[config.mk]
export PLATFORM = sky130hd
export DESIGN_NAME = sweep_delay_line
export DESIGN_NICKNAME = d
export VERILOG_FILES = /design/src/rtl/sweep_delay_line.sv
export SDC_FILE = /design/constraint.sdc
export NUM_CORES = 1
export LEC_CHECK = 0
export ABC_AREA = 1
export CELL_PAD_IN_SITES_DETAIL_PLACEMENT = 1
export CELL_PAD_IN_SITES_GLOBAL_PLACEMENT = 2
export CORE_ASPECT_RATIO = 0.9
export CORE_MARGIN = 2
export CORE_UTILIZATION = 14
export CTS_CLUSTER_DIAMETER = 60
export DETAILED_ROUTE_END_ITERATION = 7
export PLACE_DENSITY_LB_ADDON = 0.1
export SKIP_CTS_REPAIR_TIMING = 1
export SYNTH_ARGS = -nofsm -noshare
export SYNTH_HDL_FRONTEND = slang
export SYNTH_SLANG_ARGS = --single-unit
[constraint.sdc]
create_clock -name clk -period 0.8 [get_ports clk]
set_input_delay 0.08 -clock clk [delete_from_list [all_inputs] [get_ports clk]]
set_output_delay 0.08 -clock clk [all_outputs]
set_load 0.01 [all_outputs]
[src/rtl/sweep_delay_line.sv]
// rtl/sweep_delay_line.sv - LAT-deep register pipe aligning expected results with DUT responses
module sweep_delay_line #(
    parameter int LAT = 1,
    parameter int DW  = 8
) (
    input  logic          clk,
    input  logic          rst,
    input  logic [DW-1:0] in_data,
    output logic [DW-1:0] out_data
);

    generate
        if (LAT == 0) begin : g_wire
            assign out_data = in_data;
        end else begin : g_pipe
            logic [DW-1:0] stage [LAT];

            // Shift one stage per clock; reset empties the pipe so no stale valid survives an abort.
            always_ff @(posedge clk) begin
                if (rst) begin
                    for (int i = 0; i < LAT; i++) stage[i] <= '0;
                end else begin
                    stage[0] <= in_data;
                    for (int i = 1; i < LAT; i++) stage[i] <= stage[i-1];
                end
            end

            assign out_data = stage[LAT-1];
        end
    endgenerate

endmodule

==> results.md, run 1 <==
* Mean post-synth cell area at 9.26 um2
* CP Cell Sequence: clkbuf_2
* Number of inserted diodes at 0
* Share of post-route cells with drive strength above 1 at 27.3%
* Global-route wire length before repair at 855 um
* Starting Density at ~15%
* Die footprint at 2000 um2
* Antenna Violating Nets Remaining at 0
* Hold Crit Class: primary input to flip-flop
* Initial antenna violation count at 0
* Total design power at 820 uW
* Most used DFF post-synth: dfxtp_1
* Drt total wl at 527 um
* Synth top cells by count: dfxtp_1 (8), inv_1 (8), nor2_1 (8), buf_6 (1)
* Final setup viols at 0
* Largest regs: g_pipe.stage x8
* Htree depth at 1
* Tmin final at 0.763 ns
* Pwr dens at 2040 nW/um2
* Crit path launch: g_pipe.stage[0][7]
* Top post-synthesis cells by area: dfxtp_1 (69%), inv_1 (13%), nor2_1 (13%)
* Biggest register: g_pipe.stage
* Via total after detailed routing at 204
* Leakage Power at 0.210 nW
* Post-route cell area at between 400 and 500 um2
* Crit Path Class: flip-flop to primary output
* Share of the synthesized area in the top cell type at between 60 and 70%
* Buf/Inv on CP at 1
* Post-route worst setup slack at 0.0370 ns
* Max_cap viols at 0
* Achievable frequency at 1310 MHz
* Dpl cell area at 418 um2
* Die height at 42.6 um
* Mapped Area at between 200 and 250 um2
* Top cell family by delay on the critical path: flip-flops
* Global placer's final weighted congestion at 0.624
* Xor/xnor share of the synthesized area at 0%
* Via/cell ratio at 3.09
* CTS tree: yes
* Pins Over Slew Limit at 0
* Root Buffer: clkbuf_4
* Period utilization at between 90% and 100%
* Total track usage at under 10%
* Relative slew slack at ~82%
* # nets final at 56
* Die Span X at 46.9 um
* Critical path required time at around 0.72 ns
* Synth area leader: dfxtp_1
* Mux cell area share after synthesis at 0%
* I/O Buffers at 17
* Number of global-route vias before repair at 221
* GR Overflow Total at 0
* RSZ-0062 raised after global routing: false
* Yosys warns at 0
* CP max-delay cell: dfxtp_1
* Worst Setup EP: out_data[7]
* Arrival @ worst endpoint at 0.68 ns
* Critical path peak fanout at 1
* Post-Synth Adder-Cell Area at 0%
* Final Hold Viols at 0
* Compound-Gate Fraction of Synth Area at 0%
* WL/cell at 7.98 um
* Crit start category: flip-flop
* Maximum clock path buffer count at 2
* Clock transition at path regs at 0.05 ns
* Fill cell count at around 190
* Pin count of the biggest net entering global routing at 9
* Std cell rows at 13
* I/O pin total at 18
* Number of synthesized flops with an enable pin at 0
* Clock sinks at 8
* Synthesized flop and latch total at 8
* Drc violations at 0
* Place WS at -0.130 ns
* Worst vdd ir at ~0.8 mV
* Simple-gate share of the synthesized area at roughly an eighth
* Synth Instances at 25
* Core Footprint at 1500 um2
* Slew at the pin closest to its max-slew limit at 0.265 ns
* Initial DRC Count at 2
* Largest stage delay, worst path at approximately 0.31 ns
* Crit path capture type: primary output
* Outcome: finished clean
* Ys async rst share at 0%
* Post-synth cell types at 4
* Post-Syn Nets at 35
* Core Util, Final at 26.8%
* Area Growth Syn to Fin at 73.5%
* CTS buffer count at 3
* Crit path depth at 1
* TritonRoute pass-1 iters at 2
* Largest register FFs at 8
* Sequential-to-total area share from yosys stat at 69.2%
* Hold slack at 0.352 ns
* Largest family of logic cells by synthesized area: buffers and inverters
## routing by layer
metal,vias to the layer above,part of all wire (%),global-route usage [%]
met2,14,39,9.04
met1,84,45,7.03
met3,2,13,2.16
met5,-,0,0
met4,0,2.7,8.33
li1,104,-,-
## metrics by stage
| step | cells | setup TNS [ns] |
|---|---|---|
| after floorplan | 25 | 0 |
| after global placement | 63 | -1.57 |
| after detailed placement | 63 | -1.78 |
| after CTS | 66 | -2.98 |
| after global routing | 66 | 0 |
| final | 66 | 0 |
## layout by cell type, fill, tap and decap left out
cell	n
inv_1	8
clkbuf_2	7
clkdlybuf4s50_1	9
dfxtp_1	7
clkbuf_4	3
dfxtp_2	1
nor2_1	8
buf_2	1
## cells by family (layout without fill, tap and decap cells)
family	Yosys count	after routing
buf+inv	9	28
flops	8	8
simple gates	8	8
## area by class of cell
type                            instances  area, um2  area share (%)
Sequential cell                         8        161            40.2
Inverter                                8       30.0            7.48
Timing Repair Buffer                   17        130            32.4
Clock buffer                            3       22.5            5.61
Tap cell                               22       27.5            6.85
Multi-Input combinational cell          8       30.0            7.48
## power breakdown
part | total [mW] | switching, mW | internal [mW] | leakage [nW]
clock network | 0.296 | 0.126 | 0.171 | 0.0138
logic | 0.0973 | 0.0384 | 0.0589 | 0.129
registers | 0.426 | 0.00499 | 0.421 | 0.0669
total | 0.820 | 0.169 | 0.651 | 0.210
## worst min-delay path by stage
stage / start / endpoint / slack (ns) / cells past startpoint
2_1_floorplan: in_data[0] / g_pipe.stage[0][0] / 0.19 / 2
3_3_place_gp: in_data[3] / g_pipe.stage[0][3] / 0.60 / 3
3_5_place_dp: in_data[1] / g_pipe.stage[0][1] / 0.61 / 3
4_1_cts: in_data[1] / g_pipe.stage[0][1] / 0.35 / 3
5_1_grt: in_data[1] / g_pipe.stage[0][1] / 0.36 / 3
6_report: in_data[1] / g_pipe.stage[0][1] / 0.35 / 3
No activity file was read; power rests on OpenSTA's default activity.
==> run 2, diff against run 1 <==
--- a/config.mk
+++ b/config.mk
@@ -13,7 +13,7 @@
 export CORE_UTILIZATION = 14
 export CTS_CLUSTER_DIAMETER = 60
 export DETAILED_ROUTE_END_ITERATION = 7
-export PLACE_DENSITY_LB_ADDON = 0.1
+export PLACE_DENSITY = 0.71
 export SKIP_CTS_REPAIR_TIMING = 1
 export SYNTH_ARGS = -nofsm -noshare
 export SYNTH_HDL_FRONTEND = slang
==> results.md, run 2 (same netlist as run 1, synthesis figures left out) <==
* Crit path launch: g_pipe.stage[0][1]
* Dpl cell area at 433 um2
* Biggest register: g_pipe.stage
* Crit path capture type: primary output
* Post-route worst setup slack at 0.0287 ns
* Post-route cell area at 445 um2
* Outcome: finished clean
* Global placer's final weighted congestion at 0.603
* Die Span X at 46.9 um
* Post-DP HPWL at 430 um
* Hold slack at 0.347 ns
* Achievable frequency at 1300 MHz
* CTS tree: yes
* Relative slew slack at 91.2%
* I/O Buffers at 17
* Clock sinks at 8
* Initial antenna violation count at 0
* Origin of the worst min-delay path: in_data[0]
* Most frequent cells in the layout: clkdlybuf4s50_1 (9), inv_1 (8), nor2_1 (8), dfxtp_1 (8)
* Leakage Power at 0.272 nW
* Die height at ~43 um
* Largest stage delay, worst path at 0.29 ns
* Core Footprint at about 1500 um2
* RSZ-0062 raised after global routing: false
* Drt total wl at roughly 510 um
* Final Hold Viols at 0
* Tmin final at 0.771 ns
* Number of global-route vias before repair at a little over 200
* Number of inserted diodes at 0
* Dpl cells at 65
* CP max-delay cell: dfxtp_1
* Std cell rows at 13
* WL/cell at 7.44 um
* Largest regs: g_pipe.stage x8
* I/O pin total at 18
* GR Overflow Total at 0
* Crit Path Class: flip-flop to primary output
* Initial DRC Count at 0
* Max_cap viols at 0
* Fin cells at around 70
* Share of post-route cells with drive strength above 1 at 19.6%
* Period utilization at 96.4%
* Critical path peak fanout at 1
* Via/cell ratio at between 3 and 4
* Clock transition at path regs at 0.06 ns
* Pwr dens at 1880 nW/um2
* Slew at the pin closest to its max-slew limit at 0.132 ns
* Starting Density at 15.5%
* Pins Over Slew Limit at 0
* Area Growth Syn to Fin at 92.4%
* Largest register FFs at 8
* Antenna Violating Nets Remaining at 0
* CTS buffer count at 3
* Arrival @ worst endpoint at about 0.7 ns
* Setup TNS at 0 ns
* Total track usage at 6.10%
* # nets final at 58
* Place WS at -0.0942 ns
* Pin count of the biggest net entering global routing at 5
* Htree depth at 1
* Drc violations at 0
* Hold Crit Class: primary input to flip-flop
* Final setup viols at 0
* CP Cell Sequence: dlymetal6s2s_1
* Buf/Inv on CP at 1
* TritonRoute pass-1 iters at 1
* Root Buffer: clkbuf_4
* Via total after detailed routing at ~220
* Top cell family by delay on the critical path: flip-flops
* Die footprint at 2000 um2
* Crit start category: flip-flop
* Worst vdd ir at 0.577 mV
* Critical path required time at a little over 0.7 ns
* Maximum clock path buffer count at 2
* Commonest non-fill, non-tap cell in the layout: clkdlybuf4s50_1
* Global-route wire length before repair at 779 um
## run 2: cell types whose count changed in the layout (fill, tap and decap cells not counted)
cell / before / now
clkbuf_2: 7 / 4
buf_4: 0 / 2
dfxtp_1: 7 / 8
dlymetal6s2s_1: 0 / 4
dfxtp_2: 1 / 0
buf_2: 1 / 0
## run 2: stage by stage
stage          power [mW]  util, %
6_report            0.837     29.8
5_1_grt             0.879     29.8
4_1_cts             0.875     30.4
3_5_place_dp        0.560     28.9
3_3_place_gp        0.557     28.9
2_1_floorplan       0.469        -
## run 2: worst min-delay path: cells and delay by family
kind,cells,cell delay [ns]
buf+inv,2,0.44
simple gates,1,0.03
## run 2: path summary, 6_finish.rpt
| check | endpoint | slack [ns] | cells after the start |
|---|---|---|---|
| min | g_pipe.stage[0][0] | 0.35 | 3 |
| max | out_data[1] | 0.03 | 1 |
## run 2: power breakdown
part / total [mW] / switching (mW) / internal, mW / leakage [nW]
clock network: 0.302 / 0.131 / 0.171 / 0.0138
logic: 0.111 / 0.0385 / 0.0725 / 0.191
registers: 0.424 / 0.00404 / 0.420 / 0.0667
## run 2: layout make-up
| cell class | count | area, um2 |
|---|---|---|
| fillers | 187 | 1050 |
| repair buffers | 19 | 175 |
| flip-flops and latches | 8 | 160 |
| multi-input cells | 8 | 30.0 |
| inverters | 8 | 30.0 |
| well taps | 22 | 27.5 |
| clock buffers | 3 | 22.5 |
## run 2: metal layers
metal / routed length (um) / part of all wire [%] / global-route usage [%] / up-vias
li1: - / - / - / 109
met1: 184 / 36 / 5.91 / 99
met2: 278 / 55 / 8.77 / 10
met3: 44 / 8.7 / 1.29 / 0
met4: 0 / 0 / 8.33 / 0
met5: 0 / 0 / 0 / -
==> run 3, diff against run 2 <==
--- a/config.mk
+++ b/config.mk
@@ -13,8 +13,10 @@
 export CORE_UTILIZATION = 14
 export CTS_CLUSTER_DIAMETER = 60
 export DETAILED_ROUTE_END_ITERATION = 7
+export HOLD_SLACK_MARGIN = 0.05
 export PLACE_DENSITY = 0.71
 export SKIP_CTS_REPAIR_TIMING = 1
 export SYNTH_ARGS = -nofsm -noshare
 export SYNTH_HDL_FRONTEND = slang
 export SYNTH_SLANG_ARGS = --single-unit
+export TNS_END_PERCENT = 5
==> results of run 3 <==
The final DEF is identical to that of run 2; final timing and power are the same.
